## src/rtl/regfile_wb_arbiter.sv

```systemverilog
// Register file write-port arbiter.
// The pipeline write-back path always has priority on the single regfile
// write port. Mul/div results enter a small FIFO through a valid/ready
// handshake and drain whenever the pipeline leaves the port idle.
// Queue entries carry a live bit. A younger pipeline write to the same
// register clears that bit, so an older MDU result can never overwrite it.
// The decode stage is told about any register that still has a live
// write waiting in the queue.
module regfile_wb_arbiter #(
    parameter int DEPTH = 4
) (
    input  logic                       clk,
    input  logic                       clrn,
    input  logic                       pipe_we,
    input  logic [4:0]                 pipe_wn,
    input  logic [31:0]                pipe_d,
    input  logic                       mdu_valid,
    input  logic [4:0]                 mdu_wn,
    input  logic [31:0]                mdu_d,
    output logic                       mdu_ready,
    input  logic [4:0]                 rna,
    input  logic [4:0]                 rnb,
    output logic                       hazard_a,
    output logic                       hazard_b,
    output logic                       we,
    output logic [4:0]                 wn,
    output logic [31:0]                d,
    output logic [$clog2(DEPTH):0]     q_count
);

    localparam int AW = $clog2(DEPTH);
    localparam int CW = AW + 1;

    logic [AW-1:0]    head;
    logic [AW-1:0]    tail;
    logic [CW-1:0]    count;
    logic [DEPTH-1:0] live;
    logic [4:0]       qwn [DEPTH];
    logic [31:0]      qd  [DEPTH];

    logic pipe_req;
    logic push;
    logic pop;
    logic push_live;

    // A pipeline write to r0 is treated as no request at all.
    assign pipe_req  = pipe_we && (pipe_wn != 5'd0);
    assign mdu_ready = (count < CW'(DEPTH));
    // A result for r0 completes the handshake but is never stored.
    assign push      = mdu_valid && mdu_ready && (mdu_wn != 5'd0);
    assign pop       = !pipe_req && (count != '0);
    // A simultaneous pipeline write to the same register is younger, so it wins.
    assign push_live = !(pipe_req && (pipe_wn == mdu_wn));
    assign q_count   = count;

    // Queue storage, live bits, pointers and occupancy.
    always_ff @(posedge clk or negedge clrn) begin
        if (!clrn) begin
            head  <= '0;
            tail  <= '0;
            count <= '0;
            live  <= '0;
            for (int i = 0; i < DEPTH; i++) begin
                qwn[i] <= 5'd0;
                qd[i]  <= 32'd0;
            end
        end else begin
            for (int i = 0; i < DEPTH; i++) begin
                if (pipe_req && (qwn[i] == pipe_wn)) begin
                    live[i] <= 1'b0;
                end
            end
            if (pop) begin
                live[head] <= 1'b0;
                head       <= head + AW'(1);
            end
            if (push) begin
                live[tail] <= push_live;
                qwn[tail]  <= mdu_wn;
                qd[tail]   <= mdu_d;
                tail       <= tail + AW'(1);
            end
            case ({push, pop})
                2'b10:   count <= count + CW'(1);
                2'b01:   count <= count - CW'(1);
                default: count <= count;
            endcase
        end
    end

    // Registered write port: pipeline first, then queue head, otherwise idle with wn/d held.
    always_ff @(posedge clk or negedge clrn) begin
        if (!clrn) begin
            we <= 1'b0;
            wn <= 5'd0;
            d  <= 32'd0;
        end else if (pipe_req) begin
            we <= 1'b1;
            wn <= pipe_wn;
            d  <= pipe_d;
        end else if (pop) begin
            we <= live[head];
            if (live[head]) begin
                wn <= qwn[head];
                d  <= qd[head];
            end
        end else begin
            we <= 1'b0;
        end
    end

    // Flag decode reads whose register still has a live queued write.
    always_comb begin
        hazard_a = 1'b0;
        hazard_b = 1'b0;
        for (int i = 0; i < DEPTH; i++) begin
            if (live[i] && (qwn[i] == rna) && (rna != 5'd0)) begin
                hazard_a = 1'b1;
            end
            if (live[i] && (qwn[i] == rnb) && (rnb != 5'd0)) begin
                hazard_b = 1'b1;
            end
        end
    end

endmodule

```

## config.mk

```make
export PLATFORM = sky130hd
export DESIGN_NAME = regfile_wb_arbiter
export DESIGN_NICKNAME = d
export VERILOG_FILES = /design/src/rtl/regfile_wb_arbiter.sv
export SDC_FILE = /design/constraint.sdc
export NUM_CORES = 1
export LEC_CHECK = 0
export CELL_PAD_IN_SITES_DETAIL_PLACEMENT = 2
export CELL_PAD_IN_SITES_GLOBAL_PLACEMENT = 2
export CORE_AREA = 2 2 220 136
export CTS_CLUSTER_DIAMETER = 30
export DETAILED_ROUTE_END_ITERATION = 10
export DIE_AREA = 0 0 222 138
export GPL_TIMING_DRIVEN = 0
export PLACE_DENSITY = 0.83
export SLEW_MARGIN = 10
export SYNTH_ARGS = -nofsm -noshare
export SYNTH_HDL_FRONTEND = slang
export SYNTH_SLANG_ARGS = --single-unit
```

## constraint.sdc

```tcl
create_clock -name clk -period 2 [get_ports clk]
set_input_delay 0.4 -clock clk [delete_from_list [all_inputs] [get_ports clk]]
set_output_delay 0.4 -clock clk [all_outputs]
set_load 0.03 [all_outputs]
```

==> results.rst <==
.. list-table::
   :header-rows: 1

   * - Metric
     - Value
   * - CP max FO
     - 4
   * - VDD IR max
     - 0.0006479 V
   * - Startpoint of the worst register-to-register path
     - q_count[2]
   * - Fraction of synthesis flops using an asynchronous set or reset pin
     - 100.0%
   * - Wire length of the first global-routing pass
     - 46230 µm
   * - Fraction of power consumed by combinational cells
     - 46.5%
   * - Final worst path period need
     - 2.422 ns
   * - Relative contribution of sequential cells to total power
     - 35.8%
   * - Vertical die dimension
     - 138 µm
   * - Via count of the first global-routing pass
     - 7382
   * - Clock buffer count from CTS
     - 17
   * - Post-Route Skew
     - about 0.011 ns
   * - Ys flop type
     - sky130_fd_sc_hd__dfrtp_1
   * - Final count of pins violating max slew
     - 0
   * - Max Root-Sink Buffers
     - 2
   * - Number of failing hold endpoints at the final stage
     - 0
   * - Critical path type
     - flop to output pin
   * - CP Capture Type
     - output pin
   * - Critical path origin
     - qwn[11]
   * - CTS tree
     - yes
   * - Total setup violations reported at the end of the flow
     - 3
   * - Sequential fraction of the synthesis area
     - 49.85%
   * - Share of total power in the clock network
     - 17.7%
   * - Static Leak
     - 0.005470 µW
   * - Post-synth top area cell
     - sky130_fd_sc_hd__dfrtp_1
   * - Avg Synthesized Cell Area
     - roughly 14 µm²
   * - Global-route total usage across every layer
     - 20.05%
   * - Cells after synthesis
     - 700
   * - Routing layer with the top usage in global route
     - met2
   * - Weighted congestion at the end of routability-driven global placement
     - 0.8640
   * - Arrival time of the worst setup path
     - just over 2 ns
   * - Largest net degree at the start of global routing
     - 106
   * - Area share of the largest cell type after synthesis
     - about half
   * - Floorplan die area
     - 30640 µm²
   * - Utilization after layout
     - between 40% and 50%
   * - HP Class
     - input pin to flop
   * - Vias after detailed routing
     - 6438
   * - Failing checks
     - negative setup slack
   * - Cell area power density
     - 1692 nW/µm²
   * - Number of vias per cell after detailed routing
     - 5.126
   * - Remaining global-route overflow
     - 0
   * - Setup slack after layout
     - -0.4221 ns
   * - Required time worst endpoint
     - 1.60 ns
   * - Global Route met2 Usage
     - 31.69%
   * - Run status
     - finished, violations left
   * - Worst setup SP type
     - flop
   * - CTS root buffer
     - sky130_fd_sc_hd__clkbuf_16
   * - Wire length reported by the detailed router
     - 29530 µm
   * - Slew of the pin with the lowest slew margin
     - ~0.86 ns
   * - Sw frac
     - 36.42%
   * - Later-pin clock latency in the skew report
     - between 0.4 and 0.5 ns
   * - Count of unique library cells instantiated by Yosys
     - 36
   * - Number of antenna-violating nets in the routed design
     - 0
   * - Global routing usage on met3
     - 4.803%
   * - Maximum operating frequency
     - just over 400 MHz
   * - Number of top-level pins
     - 132
   * - Number of sinks on the clock net
     - 197
   * - Top cells by area in the synthesized netlist
     - sky130_fd_sc_hd__dfrtp_1 (50%), sky130_fd_sc_hd__mux2_2 (13%), sky130_fd_sc_hd__mux4_2 (8.7%)
   * - HPWL reported at the end of detailed placement
     - 20430 µm
   * - Ys Warns
     - 0
   * - Setup slack on the worst flop-to-flop path
     - around 0.03 ns
   * - Antenna violations before repair
     - 2
   * - Max-cap check violation count
     - 0
   * - Unrepaired setup endpoints after global routing
     - true
   * - Syn nets
     - 798
   * - Syn Std Cell Area
     - 9888 µm²
   * - Clock-pin slew on the worst setup and hold paths
     - 0.07 ns
   * - Total of buffers placed on input and output ports
     - ~120
   * - Worst setup slack after placement
     - -1.093 ns
   * - Cell Rows
     - 49
   * - Final-stage net count
     - 958
   * - Number of synthesized flops with an enable pin
     - 0
   * - Hold_ws
     - 0.2388 ns
   * - NetSw
     - about 7800 µW
   * - Worst slew margin
     - 41.99%
   * - Detailed-route DRC error count
     - 0
   * - Total power
     - 21290 µW
   * - Pre-Repair DR Iteration Count
     - 4
   * - Layout cell share with drive strength beyond 1
     - 38.49%
   * - Area of the core region
     - 29000 µm²
   * - H-tree levels
     - 4
   * - Hold path startpoint
     - mdu_wn[3]
   * - Number of DRC violations after detailed-routing iteration 0
     - 321
   * - Starting utilization of the core area
     - roughly 34%
   * - Share of the cycle needed by the critical path after routing
     - 121.1%
   * - Number of storage elements in the synthesis netlist
     - around 200
   * - Routed wire per std cell
     - 23.51 µm
   * - Internal Power
     - around 14000 µW
   * - Global-route track usage on met1
     - 27.86%
   * - Area growth from synthesis to layout
     - 27.26%
   * - Die Span X
     - 222 µm
## placed cells by master (no fill, tap or decap), drive strengths merged, types with 9 or more instances in the layout
cell / instances
dfrtp: 197
mux2: 148
clkdlybuf4s50: 101
buf: 69
xor2: 43
mux4: 38
nor2: 38
mux2i: 37
a21oi: 36
clkbuf: 35
xnor2: 27
nand3: 17
nor4: 13
nand2: 13
inv: 11
ha: 9
## through the flow
step / TNS, ns / instance area [µm²] / cells
global route: -1.081 / 12580 / 1255
floorplan: -0.6113 / 9917 / 700
finish: -0.7672 / 12580 / 1256
CTS: -0.7183 / 12470 / 1249
detailed placement: -133.68 / 11590 / 1199
global placement: -1707.46 / 11560 / 1198
## power groups by stage
| stage | Clock, µW | Sequential [µW] | Combinational, µW |
|---|---|---|---|
| detailed placement | 0 | 7710 | 9130 |
| floorplan | 0 | 7870 | 5670 |
| global route | 4040 | 7870 | 10600 |
| finish | 3760 | 7620 | 9910 |
| CTS | 3890 | 7610 | 9720 |
| global placement | 0 | 7560 | 8710 |
## path summary, 6_finish.rpt
path / end / cells past startpoint
worst max-delay path: hazard_a / 6
worst min-delay path: qwn[13] / 2
worst max register to register: q_count[2] / 9
worst min register to register: qd[108] / 1
max in group asynchronous: d[7] / 3
min in group asynchronous: wn[2] / 2
## layer usage
layer / routed length [µm] / part of all wire, % / vias to the layer above
li1: - / - / 2826
met1: 13830 / 47 / 3430
met2: 13910 / 47 / 156
met3: 1487 / 5.0 / 24
met4: 287 / 0.97 / 2
met5: 11 / 0.037 / -
## cell type report
type	count	area, µm²
Clock buffer	21	460.4
Clock inverter	11	170.2
Timing Repair Buffer	143	1416
Buffer	51	456.7
Inverter	9	33.78
Tap cell	382	478.0
Antenna cell	1	2.502
Sequential cell	197	4955
Multi-Input combinational cell	441	4611
Fill cell	2861	16420
## Yosys cell counts (all sizes together) (13+ instances only)
master,n
nand2,13
mux4,38
clkbuf,17
mux2,148
xnor2,27
a21oi,36
dfrtp,197
nor4,13
nand3,17
mux2i,37
nor2,38
buf,36
xor2,43
## cells by family after synthesis
group	share of synthesized area (%)
buf+inv	4.530
compound gates	2.910
simple gates	4.694
flops	49.85
xor+xnor	6.200
mux	30.47
fa+ha+maj	1.341
## state kept, by name, indices dropped and copies added (netlist names)
name and cells:
qd 128, wn 5, live 4, d 32, qwn 20, q_count 3, we 1, head 2
tail 2
## timing repair
item / CTS / global route
endpoints found under the setup margin: 199 / 50
hold endpoints to repair: 21 / 0
setup buffers: 17 / 8
resized for setup: 87 / 32
gates cloned: 0 / 0
hold buffers: 1 / 0
pin swaps: 15 / 14
## worst max-delay path, cell delays in order (launching register included)
cell and delay [ns]:
sky130_fd_sc_hd__dfrtp_2 0.47, sky130_fd_sc_hd__xor2_1 0.19, sky130_fd_sc_hd__nor4_1 0.35, sky130_fd_sc_hd__nand3_1 0.14
sky130_fd_sc_hd__nand4_1 0.15, sky130_fd_sc_hd__o21a_1 0.15, sky130_fd_sc_hd__buf_6 0.13
No activity file was read; power rests on OpenSTA's default activity.
